$ cat config.mk
export PLATFORM = sky130hd
export DESIGN_NAME = pe_os_r8_mac
export DESIGN_NICKNAME = d
export VERILOG_FILES = /design/src/rtl/sa_r8_pkg.sv /design/src/rtl/booth_r8_enc.sv /design/src/rtl/pe_os_r8_mac.sv
export SDC_FILE = /design/constraint.sdc
export NUM_CORES = 1
export LEC_CHECK = 0
export ABC_AREA = 0
export CORE_MARGIN = 10
export CORE_UTILIZATION = 60
export CTS_CLUSTER_DIAMETER = 200
export CTS_CLUSTER_SIZE = 25
export DETAILED_ROUTE_END_ITERATION = 7
export GPL_TIMING_DRIVEN = 1
export PLACE_DENSITY = 0.92
export SYNTH_ARGS = -nofsm -noshare
export SYNTH_HDL_FRONTEND = slang
export SYNTH_HIERARCHICAL = 1
export SYNTH_SLANG_ARGS = --single-unit
$ cat constraint.sdc
create_clock -name CLK -period 13.1 [get_ports CLK]
set_clock_uncertainty 0.1 [all_clocks]
set_input_delay 2.62 -clock CLK [delete_from_list [all_inputs] [get_ports CLK]]
set_output_delay 2.62 -clock CLK [all_outputs]
set_load 0.02 [all_outputs]
$ cat src/rtl/sa_r8_pkg.sv
// Shared definitions for the radix-8 Booth output-stationary systolic array.
package sa_r8_pkg;

    function automatic int r8_groups(input int w);
        return w / 3 + 1;
    endfunction

    // One-hot partial-product magnitude selects: 1B, 2B, 3B, 4B.
    localparam logic [3:0] SEL_NONE   = 4'b0000;
    localparam logic [3:0] SEL_SINGLE = 4'b0001;
    localparam logic [3:0] SEL_DOUBLE = 4'b0010;
    localparam logic [3:0] SEL_TRIPLE = 4'b0100;
    localparam logic [3:0] SEL_QUAD   = 4'b1000;

    typedef enum logic [1:0] {
        DRAIN_IDLE  = 2'd0,
        DRAIN_CHAIN = 2'd1,
        DRAIN_LOCAL = 2'd2
    } drain_sel_e;

    // The west neighbour's word always wins over the local hold register.
    function automatic drain_sel_e drain_pick(input logic chain_valid, input logic hold_valid);
        drain_sel_e sel;
        sel = DRAIN_IDLE;
        if (chain_valid) begin
            sel = DRAIN_CHAIN;
        end else if (hold_valid) begin
            sel = DRAIN_LOCAL;
        end
        return sel;
    endfunction

endpackage

$ cat src/rtl/booth_r8_enc.sv
// Radix-8 Booth digit encoder: 4-bit overlapping window -> magnitude select + sign.
module booth_r8_enc
    import sa_r8_pkg::*;
(
    input  logic [3:0] win,
    output logic       sel_single,
    output logic       sel_double,
    output logic       sel_triple,
    output logic       sel_quad,
    output logic       neg
);

    logic [3:0] sel;

    always_comb begin
        sel = SEL_NONE;
        case (win)
            4'b0001, 4'b0010, 4'b1101, 4'b1110: sel = SEL_SINGLE;
            4'b0011, 4'b0100, 4'b1011, 4'b1100: sel = SEL_DOUBLE;
            4'b0101, 4'b0110, 4'b1001, 4'b1010: sel = SEL_TRIPLE;
            4'b0111, 4'b1000:                   sel = SEL_QUAD;
            default:                            sel = SEL_NONE;
        endcase
    end

    // 4'b1111 is digit zero, so it must not be flagged negative.
    assign neg = win[3] & ~(&win[2:0]);
    assign {sel_quad, sel_triple, sel_double, sel_single} = sel;

endmodule

$ cat src/rtl/pe_os_r8_mac.sv
// Output-stationary systolic PE: 3-stage radix-8 Booth MAC, 1-entry result hold
// register and an eastward result drain chain.
module pe_os_r8_mac
    import sa_r8_pkg::*;
#(
    parameter int WIDTH    = 8,
    parameter int ACC_W    = 2*WIDTH+8,
    parameter int SATURATE = 0
) (
    input  logic             CLK,
    input  logic             RST,
    input  logic [WIDTH-1:0] a_in,
    input  logic [WIDTH-1:0] b_in,
    input  logic             in_valid,
    input  logic             acc_first,
    input  logic             acc_last,
    input  logic             signed_mode,
    output logic [WIDTH-1:0] a_out,
    output logic [WIDTH-1:0] b_out,
    output logic             valid_out,
    output logic             first_out,
    output logic             last_out,
    output logic             mode_out,
    input  logic [ACC_W-1:0] res_in,
    input  logic             res_valid_in,
    output logic [ACC_W-1:0] res_out,
    output logic             res_valid_out,
    output logic             ovf_err
);

    localparam int G  = r8_groups(WIDTH);
    localparam int AX = 3*G;
    localparam int BW = WIDTH+2;
    localparam int PW = 2*WIDTH;

    always_ff @(posedge CLK or negedge RST) begin
        if (!RST) begin
            a_out     <= '0;
            b_out     <= '0;
            valid_out <= 1'b0;
            first_out <= 1'b0;
            last_out  <= 1'b0;
            mode_out  <= 1'b0;
        end else begin
            a_out     <= a_in;
            b_out     <= b_in;
            valid_out <= in_valid;
            first_out <= acc_first;
            last_out  <= acc_last;
            mode_out  <= signed_mode;
        end
    end

    // ---------------- S1: Booth encode, B and 3B ----------------
    logic [AX:0]        a_win;
    logic [BW-1:0]      b_ext;
    logic [BW-1:0]      b3_ext;
    logic [G-1:0][3:0]  enc_sel;
    logic [G-1:0]       enc_neg;

    assign a_win  = {(signed_mode ? AX'($signed(a_in)) : AX'(a_in)), 1'b0};
    assign b_ext  = signed_mode ? BW'($signed(b_in)) : BW'(b_in);
    // 3B fits BW bits when read back with the beat's own signedness.
    assign b3_ext = b_ext + (b_ext << 1);

    generate
        for (genvar gi = 0; gi < G; gi++) begin : g_enc
            booth_r8_enc u_enc (
                .win        (a_win[3*gi+3 -: 4]),
                .sel_single (enc_sel[gi][0]),
                .sel_double (enc_sel[gi][1]),
                .sel_triple (enc_sel[gi][2]),
                .sel_quad   (enc_sel[gi][3]),
                .neg        (enc_neg[gi])
            );
        end
    endgenerate

    logic [G-1:0][3:0] s1_sel_reg;
    logic [G-1:0]      s1_neg_reg;
    logic [BW-1:0]     s1_b_reg;
    logic [BW-1:0]     s1_b3_reg;
    logic              s1_valid_reg, s1_first_reg, s1_last_reg, s1_mode_reg;

    always_ff @(posedge CLK or negedge RST) begin
        if (!RST) begin
            s1_sel_reg   <= '0;
            s1_neg_reg   <= '0;
            s1_b_reg     <= '0;
            s1_b3_reg    <= '0;
            s1_valid_reg <= 1'b0;
            s1_first_reg <= 1'b0;
            s1_last_reg  <= 1'b0;
            s1_mode_reg  <= 1'b0;
        end else begin
            s1_sel_reg   <= enc_sel;
            s1_neg_reg   <= enc_neg;
            s1_b_reg     <= b_ext;
            s1_b3_reg    <= b3_ext;
            s1_valid_reg <= in_valid;
            s1_first_reg <= acc_first;
            s1_last_reg  <= acc_last;
            s1_mode_reg  <= signed_mode;
        end
    end

    // ---------------- S2: partial products and sum ----------------
    logic [PW-1:0] bx;
    logic [PW-1:0] b3x;
    logic [PW-1:0] pp [G];
    logic [PW-1:0] prod_next;

    assign bx  = s1_mode_reg ? PW'($signed(s1_b_reg))  : PW'(s1_b_reg);
    assign b3x = s1_mode_reg ? PW'($signed(s1_b3_reg)) : PW'(s1_b3_reg);

    generate
        for (genvar gi = 0; gi < G; gi++) begin : g_pp
            logic [PW-1:0] mag;
            assign mag = ({PW{s1_sel_reg[gi][0]}} & bx)
                       | ({PW{s1_sel_reg[gi][1]}} & (bx << 1))
                       | ({PW{s1_sel_reg[gi][2]}} & b3x)
                       | ({PW{s1_sel_reg[gi][3]}} & (bx << 2));
            assign pp[gi] = (s1_neg_reg[gi] ? (~mag + PW'(1)) : mag) << (3*gi);
        end
    endgenerate

    // Summing modulo 2^PW is exact: the true product always fits PW bits.
    always_comb begin
        prod_next = '0;
        for (int i = 0; i < G; i++) begin
            prod_next = prod_next + pp[i];
        end
    end

    logic [PW-1:0] s2_prod_reg;
    logic          s2_valid_reg, s2_first_reg, s2_last_reg, s2_mode_reg;

    always_ff @(posedge CLK or negedge RST) begin
        if (!RST) begin
            s2_prod_reg  <= '0;
            s2_valid_reg <= 1'b0;
            s2_first_reg <= 1'b0;
            s2_last_reg  <= 1'b0;
            s2_mode_reg  <= 1'b0;
        end else begin
            s2_prod_reg  <= prod_next;
            s2_valid_reg <= s1_valid_reg;
            s2_first_reg <= s1_first_reg;
            s2_last_reg  <= s1_last_reg;
            s2_mode_reg  <= s1_mode_reg;
        end
    end

    // ---------------- S3: accumulate ----------------
    logic [ACC_W-1:0] prod_x;
    logic [ACC_W-1:0] acc_reg, acc_next, acc_wrap, acc_sat;
    logic [ACC_W:0]   acc_sum;
    logic             acc_ovf;

    assign prod_x   = s2_mode_reg ? ACC_W'($signed(s2_prod_reg)) : ACC_W'(s2_prod_reg);
    assign acc_sum  = {1'b0, acc_reg} + {1'b0, prod_x};
    assign acc_wrap = acc_sum[ACC_W-1:0];

    always_comb begin
        acc_ovf = acc_sum[ACC_W];
        acc_sat = '1;
        if (s2_mode_reg) begin
            acc_ovf = (acc_reg[ACC_W-1] == prod_x[ACC_W-1]) && (acc_wrap[ACC_W-1] != acc_reg[ACC_W-1]);
            acc_sat = acc_reg[ACC_W-1] ? {1'b1, {(ACC_W-1){1'b0}}} : {1'b0, {(ACC_W-1){1'b1}}};
        end
        acc_next = acc_reg;
        if (s2_valid_reg) begin
            if (s2_first_reg) begin
                acc_next = prod_x;
            end else if ((SATURATE != 0) && acc_ovf) begin
                acc_next = acc_sat;
            end else begin
                acc_next = acc_wrap;
            end
        end
    end

    // ---------------- hold register and drain ----------------
    drain_sel_e       drain_sel;
    logic             complete;
    logic             hold_free;
    logic [ACC_W-1:0] hold_reg;
    logic             hold_v_reg;

    assign drain_sel = drain_pick(res_valid_in, hold_v_reg);
    assign complete  = s2_valid_reg & s2_last_reg;
    assign hold_free = !hold_v_reg || (drain_sel == DRAIN_LOCAL);

    always_ff @(posedge CLK or negedge RST) begin
        if (!RST) begin
            acc_reg       <= '0;
            hold_reg      <= '0;
            hold_v_reg    <= 1'b0;
            res_out       <= '0;
            res_valid_out <= 1'b0;
            ovf_err       <= 1'b0;
        end else begin
            acc_reg <= acc_next;
            case (drain_sel)
                DRAIN_CHAIN: begin
                    res_out       <= res_in;
                    res_valid_out <= 1'b1;
                end
                DRAIN_LOCAL: begin
                    res_out       <= hold_reg;
                    res_valid_out <= 1'b1;
                end
                default: res_valid_out <= 1'b0;
            endcase
            if (complete && hold_free) begin
                hold_reg   <= acc_next;
                hold_v_reg <= 1'b1;
            end else if (drain_sel == DRAIN_LOCAL) begin
                hold_v_reg <= 1'b0;
            end
            if (complete && !hold_free) begin
                ovf_err <= 1'b1;
            end
        end
    end

endmodule

==> key figures, run 1 <==
Worst setup path
  • CP peak stage delay: 530 ps
  • Largest delay contributor family on the critical path: compound AO/OA/AOI/OAI gates
  • Critical Path, Cell by Cell: clkdlybuf4s50_1, ha_1, inv_1, fa_1, inv_1, a21oi_1, o21ai_0, a21oi_1, o21ai_0, a211oi_1, nor2b_1
  • Setup Crit Path Kind: input pin to flip-flop
  • Slowest library cell on the worst path: clkdlybuf4s50_1
  • WP buf/inv: 3
  • CP arrival: 4900 ps
  • Critical Path RT: 13360 ps
  • CP max FO: 4
  • CP startpoint kind: input pin
  • Type of element capturing the critical path: flip-flop

Power
  • Switching Share: 40.3%
  • Power share of the combinational group: 49.0%
  • Sw power: 880 uW
  • Pwr Density: 218 mW/mm^2
  • Peak VDD IR: 0.000137 V
  • Sequential Power Share: 29.7%
  • Clock power frac: 21.3%
  • Pint: 1300 uW
  • Pwr Total: 2180 uW
  • Leakage power total: 0.00451 uW

Logic synthesis
  • Syn avg cell area: 9.49 um^2
  • Post-synth top flop: dfrtp_1
  • Post-synth EDFFs: 0
  • Synth Register Bits: 140
  • FFs w/ async S/R, synth: 100%
  • Ys Warns: 6
  • Netlist cell types: 65
  • Gate Count Post-Synth: 902
  • Cell type with the largest total area after synthesis: dfrtp_1
  • Seq/Total Area, Yosys: 40.9%
  • Synth area leaders: dfrtp_1, ha_1, o21ai_0
  • Syn Std Cell Area: 0.00856 mm^2
  • Top-area cell type share of the netlist area: 40.9%

Timing
  • Setup_tns: 0 ps
  • Fmax: 0.215 GHz
  • Hold Vio Cnt, Final: 0
  • Setup violators final: 0
  • Max Transition Viols Final: 0
  • Slew of the pin with the lowest slew margin: 972 ps
  • Final period util: 35.4%
  • Min Tclk post-route: 4640 ps
  • Rel. slew slack: 35.2%
  • RSZ-0062 raised after global routing: no

Final layout
  • NumNets Final: 1075
  • Area Overhead vs Synth: 17.2%
  • Ratio of cells with drive above 1 in the final layout: 6.46%
  • Final instance area: 0.0100 mm^2
  • Most frequent cells in the layout: dfrtp_1, nand2_1, clkdlybuf4s50_1, o21ai_0
  • Antenna diode count: 0
  • Commonest non-fill, non-tap cell in the layout: dfrtp_1

Clocking
  • Clk sink count: 140
  • Post-CTS sizing: 0
  • CTS Buf Count: 17
  • H-tree levels: 4
  • CTS clock-pin slew for the worst setup and hold paths: 50 ps
  • Worst-skew pair later-pin latency: 430 ps
  • Setup Buffers After CTS: 0
  • CTS tree: yes
  • Max clock buf depth: 2
  • Root Buffer: clkbuf_16
  • Hold_buf cts: 0

Global route
  • First-pass GRT wire length: 34800 um
  • Largest net degree at the start of global routing: 79
  • Initial antenna violation count: 0
  • Vias in the first global route: 7159
  • Tot GR Track Use: 21.3%
  • Overflow after GRT: 0

Die
  • Initial core utilization: 61.4%
  • Die Width: 139 um
  • Die Y: 139 um
  • # rows: 43
  • Core Box Area: 0.0139 mm^2
  • Die area: 0.0194 mm^2
  • IO Count: 93

Drt
  • Drt drc: 0
  • DR pass1 iterations: 5
  • Routed Antenna Nets: 0
  • Wire per inst: 18.1 um
  • DR iter-0 viols: 586
  • DR vias/cell: 6.09
  • Total routed wirelength: 20900 um
  • Vias post-DR: 7038

Placement
  • RePlAce Congestion: 0.897
  • I/O Buffers: 92
  • Final HPWL DP: 14800 um
  • Placed Area: 0.00946 mm^2

Run
  • Max-cap violation count: 0

Min path
  • Worst hold path class: flip-flop to flip-flop

Status
  • Status: complete, no violations
cells in the mapped netlist (all sizes together), types with 5 or more instances:
| master | instances |
|---|---|
| nor3 | 9 |
| xor2 | 29 |
| dfrtp | 140 |
| a211oi | 9 |
| fa | 12 |
| inv | 45 |
| or3 | 8 |
| o21a | 10 |
| nor2 | 67 |
| mux2i | 28 |
| a22oi | 33 |
| a21o | 12 |
| a21oi | 68 |
| nand2 | 97 |
| ha | 53 |
| mux2 | 12 |
| nand2b | 5 |
| and2 | 11 |
| a31oi | 8 |
| o21ai | 75 |
| buf | 19 |
| a221oi | 6 |
| nor2b | 7 |
| clkbuf | 38 |
| xnor2 | 34 |
| a22o | 5 |
| nand3 | 10 |
power by group through the flow:
stage | Clock (uW) | Sequential [uW] | Combinational, uW
3_3_place_gp | 0 | 646 | 989
2_1_floorplan | 0 | 633 | 795
3_5_place_dp | 0 | 650 | 1040
4_1_cts | 468 | 647 | 1060
5_1_grt | 488 | 661 | 1190
6_report | 464 | 649 | 1070
worst register-to-register path, delay by kind of cell (launching register included):
| kind | cells | cell delay [ps] |
|---|---|---|
| and+or+nand+nor | 7 | 1830 |
| AOI/OAI and AO/OA | 5 | 930 |
| adders and majority gates | 2 | 840 |
| DFF | 1 | 500 |
| xor gates and xnor gates | 2 | 230 |
| buffers and inverters | 1 | 40 |
layout make-up:
class,count,area [um^2]
sequential,140,3500
fill,938,3900
clock buffer,19,443
timing repair buffer,98,967
multi-input combinational,661,4600
inverter,45,169
clock inverter,12,124
tap,180,225
metrics by stage:
| step | util [%] | setup slack [ps] | hold WS [ps] | instances |
|---|---|---|---|---|
| 6_report | 72.0 | 8460 | 281 | 1155 |
| 5_1_grt | 72.0 | 8280 | 288 | 1155 |
| 4_1_cts | 72.0 | 8450 | 279 | 1155 |
| 3_5_place_dp | 67.9 | 8050 | 266 | 1124 |
| 3_3_place_gp | 67.9 | 8210 | 258 | 1124 |
| 2_1_floorplan | - | 8870 | 357 | 903 |
routing by layer:
| layer | GRT usage, % | routed length (um) | up-vias |
|---|---|---|---|
| met5 | 0 | 0 | - |
| met4 | 10.7 | 816 | 0 |
| met3 | 5.00 | 1050 | 65 |
| met2 | 37.0 | 11000 | 250 |
| met1 | 23.8 | 8060 | 3437 |
| li1 | - | - | 3286 |
cell families (layout without fill, tap and decap cells):
group | Yosys count | count (layout) | share of synthesized area [%]
AOI/OAI and AO/OA | 258 | 258 | 19.2
muxes | 40 | 40 | 4.85
and+or+nand+nor | 232 | 232 | 12.3
DFF | 140 | 140 | 40.9
buffers and inverters | 102 | 174 | 5.44
other | 1 | 2 | 0.0438
xor gates and xnor gates | 64 | 64 | 6.71
adders and majority gates | 65 | 65 | 10.6
worst paths after layout:
check | from | endpoint | slack, ps | cells after the start
worst max register to register | s1_b_reg[5] | s2_prod_reg[15] | 8560 | 17
max in group asynchronous | RST | hold_reg[1] | 9450 | 2
worst min register to register | s1_first_reg | s2_first_reg | 280 | 0
worst max-delay path | b_in[1] | s1_b3_reg[9] | 8460 | 11
min in group asynchronous | RST | res_out[17] | 2070 | 1
worst min-delay path | s1_first_reg | s2_first_reg | 280 | 0
No activity file was read; power rests on OpenSTA's default activity.
==> run 2: changes to the inputs <==
- CORE_UTILIZATION: 60 -> 58
- PLACE_DENSITY: 0.92 -> 0.9
- clock period: 13.1 -> 4.7 ns (I/O delays scaled with it)
==> key figures, run 2 (synthesis gave the netlist of run 1 again) <==
Status
  • Status: complete, no violations

Final layout
  • Multi-input logic area: 0.00460 mm^2 (unchanged)
  • NumNets Final: 1084 (+0.84%)
  • Reg area: 0.00350 mm^2 (about the same)
  • Ratio of cells with drive above 1 in the final layout: 7.51% (+1.1 points)
  • Commonest non-fill, non-tap cell in the layout: dfrtp_1
  • Fillcell total: 988 (+5.3%)
  • Antenna diode count: 0 (unchanged)
  • Most frequent cells in the layout: dfrtp_1, nand2_1, clkdlybuf4s50_1, o21ai_0
  • Area Overhead vs Synth: 18.9%
  • Final instance area: 0.0102 mm^2 (+1.5%)

Min path
  • Hold EP: s2_first_reg
  • Worst hold path class: flip-flop to flip-flop
  • Hold Crit Start: s1_first_reg
  • Hold Path Stages: 0 (unchanged)

Worst setup path
  • Flop-to-flop setup slack: 240 ps (-8320 ps)
  • RR Endpoint: s2_prod_reg[15]
  • CP arrival: 4690 ps (-210 ps)
  • Slowest library cell on the worst path: or4b_4
  • CP startpoint kind: flip-flop
  • Setup Crit Path Kind: flip-flop to flip-flop
  • Critical Path, Cell by Cell: a22o_1, a221oi_2, or3b_1, or3_4, or4b_4, nand2_1, xnor2_1, fa_1, inv_1, ha_1, and3_1, o211ai_1, nand3_1, o21ai_1, nand2b_1, a21oi_1, xnor2_1
  • Critical Path RT: 4930 ps (-8430 ps)
  • Worst r2r src: s1_sel_reg[0]
  • CP Launch Point: s1_sel_reg[0]
  • CP max FO: 11 (+7)
  • R2r worst-path depth: 17 (unchanged)
  • CP peak stage delay: 540 ps (about the same)
  • Type of element capturing the critical path: flip-flop
  • Most Frequent Cell on Critical Path: xnor2_1

Timing
  • Slew of the pin with the lowest slew margin: 615 ps (-357 ps)
  • Hold Vio Cnt, Final: 0 (unchanged)
  • Setup violators final: 0 (unchanged)
  • Final period util: 94.8%
  • Setup_tns: 0 ps (unchanged)
  • Rel. slew slack: 59.0% (+24 points)
  • Max Transition Viols Final: 0 (unchanged)
  • RSZ-0062 raised after global routing: no
  • Min Tclk post-route: 4460 ps
  • Post-route setup slack: 244 ps (-8210 ps)
  • Fmax: 0.224 GHz

Drt
  • Total routed wirelength: 21400 um (+2.2%)
  • Routed Antenna Nets: 0 (unchanged)
  • DR vias/cell: 5.98 (-1.8%)
  • Drt drc: 0 (unchanged)
  • Vias post-DR: 6994 (-0.63%)
  • Wire per inst: 18.3 um (+0.95%)
  • DR pass1 iterations: 6 (+1)
  • DR iter-0 viols: 654 (+12%)

Power
  • Sw power: 2470 uW (+180%)
  • Pint: 3800 uW (+190%)
  • Clock power frac: 23.1% (+1.8 points)
  • Sequential Power Share: 28.8% (-0.9 points)
  • Power share of the combinational group: 48.0% (-1.0 points)
  • Peak VDD IR: 0.000459 V (+240%)
  • Switching Share: 39.4% (-0.89 points)
  • Pwr Density: 616 mW/mm^2 (+180%)
  • Pwr Total: 6270 uW (+190%)
  • Leakage power total: 0.00459 uW (+1.9%)

Placement
  • Final HPWL DP: 15300 um (+4.0%)
  • Placed Area: 0.00953 mm^2 (+0.69%)
  • RePlAce Congestion: 0.894 (-0.33%)
  • I/O Buffers: 92 (unchanged)
  • DP Worst Slack: 236 ps (-7810 ps)

Global route
  • Vias in the first global route: 7039 (-1.7%)
  • Overflow after GRT: 0 (unchanged)
  • Largest net degree at the start of global routing: 58 (-27%)
  • First-pass GRT wire length: 35700 um (+2.6%)
  • Initial antenna violation count: 0 (unchanged)
  • Tot GR Track Use: 21.7% (+0.43 points)

Clocking
  • Hold_buf cts: 0 (unchanged)
  • Max clock buf depth: 2 (unchanged)
  • Worst-skew pair later-pin latency: 420 ps (about the same)
  • CTS Buf Count: 17 (unchanged)
  • Root Buffer: clkbuf_16
  • CTS clock-pin slew for the worst setup and hold paths: 50 ps (about the same)
  • CTS tree: yes
  • H-tree levels: 4 (unchanged)
  • Clk sink count: 140 (unchanged)

Die
  • Initial core utilization: 59.1% (-2.3 points)
  • # rows: 44 (+2.3%)
  • Die Y: 141 um (+1.5%)
  • Core Box Area: 0.0145 mm^2 (+3.9%)
  • Die Width: 141 um (+1.5%)
  • Die area: 0.0200 mm^2 (+2.9%)
  • IO Count: 93 (unchanged)

Run
  • Max-cap violation count: 0 (unchanged)
-- run 2: cell count changes in the layout (fill, tap and decap cells not counted), moves of 2 or more --
cell and delta:
clkinv_2 -2, clkbuf_8 +3, clkinvlp_4 -3, bufinv_16 +2, buf_4 +9
-- run 2: through the flow --
step | hold slack (ps) | instances | util [%]
finish | 286 | 1169 | 70.3
global route | 294 | 1169 | 70.3
CTS | 290 | 1168 | 70.3
detailed placement | 262 | 1136 | 65.8
global placement | 257 | 1136 | 65.8
floorplan | 357 | 903 | -
-- run 2: repair_timing --
| action | 4_1_cts | 5_1_grt |
|---|---|---|
| buffers inserted | 0 | 1 |
| setup endpoints to repair | 0 | 1 |
| gates resized for setup | 0 | 2 |
-- run 2: critical path: cells and delay by family (launching register included) --
| family | cells | cell delay (ps) |
|---|---|---|
| DFF | 1 | 470 |
| xor gates and xnor gates | 2 | 230 |
| buffers and inverters | 1 | 40 |
| AOI/OAI and AO/OA | 5 | 890 |
| adders and majority gates | 2 | 830 |
| and+or+nand+nor | 7 | 1810 |
-- run 2: final cells by class --
cell class	instances	area share [%]
clock buffers	22	4.76
clock inverters	10	1.57
inverters	45	1.66
multi-input cells	661	45.2
flip-flops and latches	140	34.4
well taps	184	2.26
repair buffers	107	10.2
-- run 2: how the worst max path moves through the flow --
stage          cells past startpoint              end  slack [ps]
2_1_floorplan                     18  s2_prod_reg[15]         500
3_3_place_gp                      17  s2_prod_reg[15]         320
3_5_place_dp                      17  s2_prod_reg[15]         240
4_1_cts                           17  s2_prod_reg[15]         220
5_1_grt                           17  s2_prod_reg[15]          30
6_report                          17  s2_prod_reg[15]         240
-- run 2: power groups by stage --
stage               clock (uW)  combinational (uW)  sequential (uW)
global placement             0                2790             1790
global route              1520                3360             1840
floorplan                    0                2220             1760
detailed placement           0                2900             1810
CTS                       1460                2970             1800
finish                    1450                3010             1810
-- run 2: routing by layer --
metal | share of wire (%) | global-route usage (%) | up-vias
met2 | 53 | 38.4 | 253
li1 | - | - | 3311
met1 | 39 | 25.4 | 3382
met4 | 2.3 | 7.64 | 0
met3 | 5.6 | 4.57 | 48
met5 | 0 | 0 | -
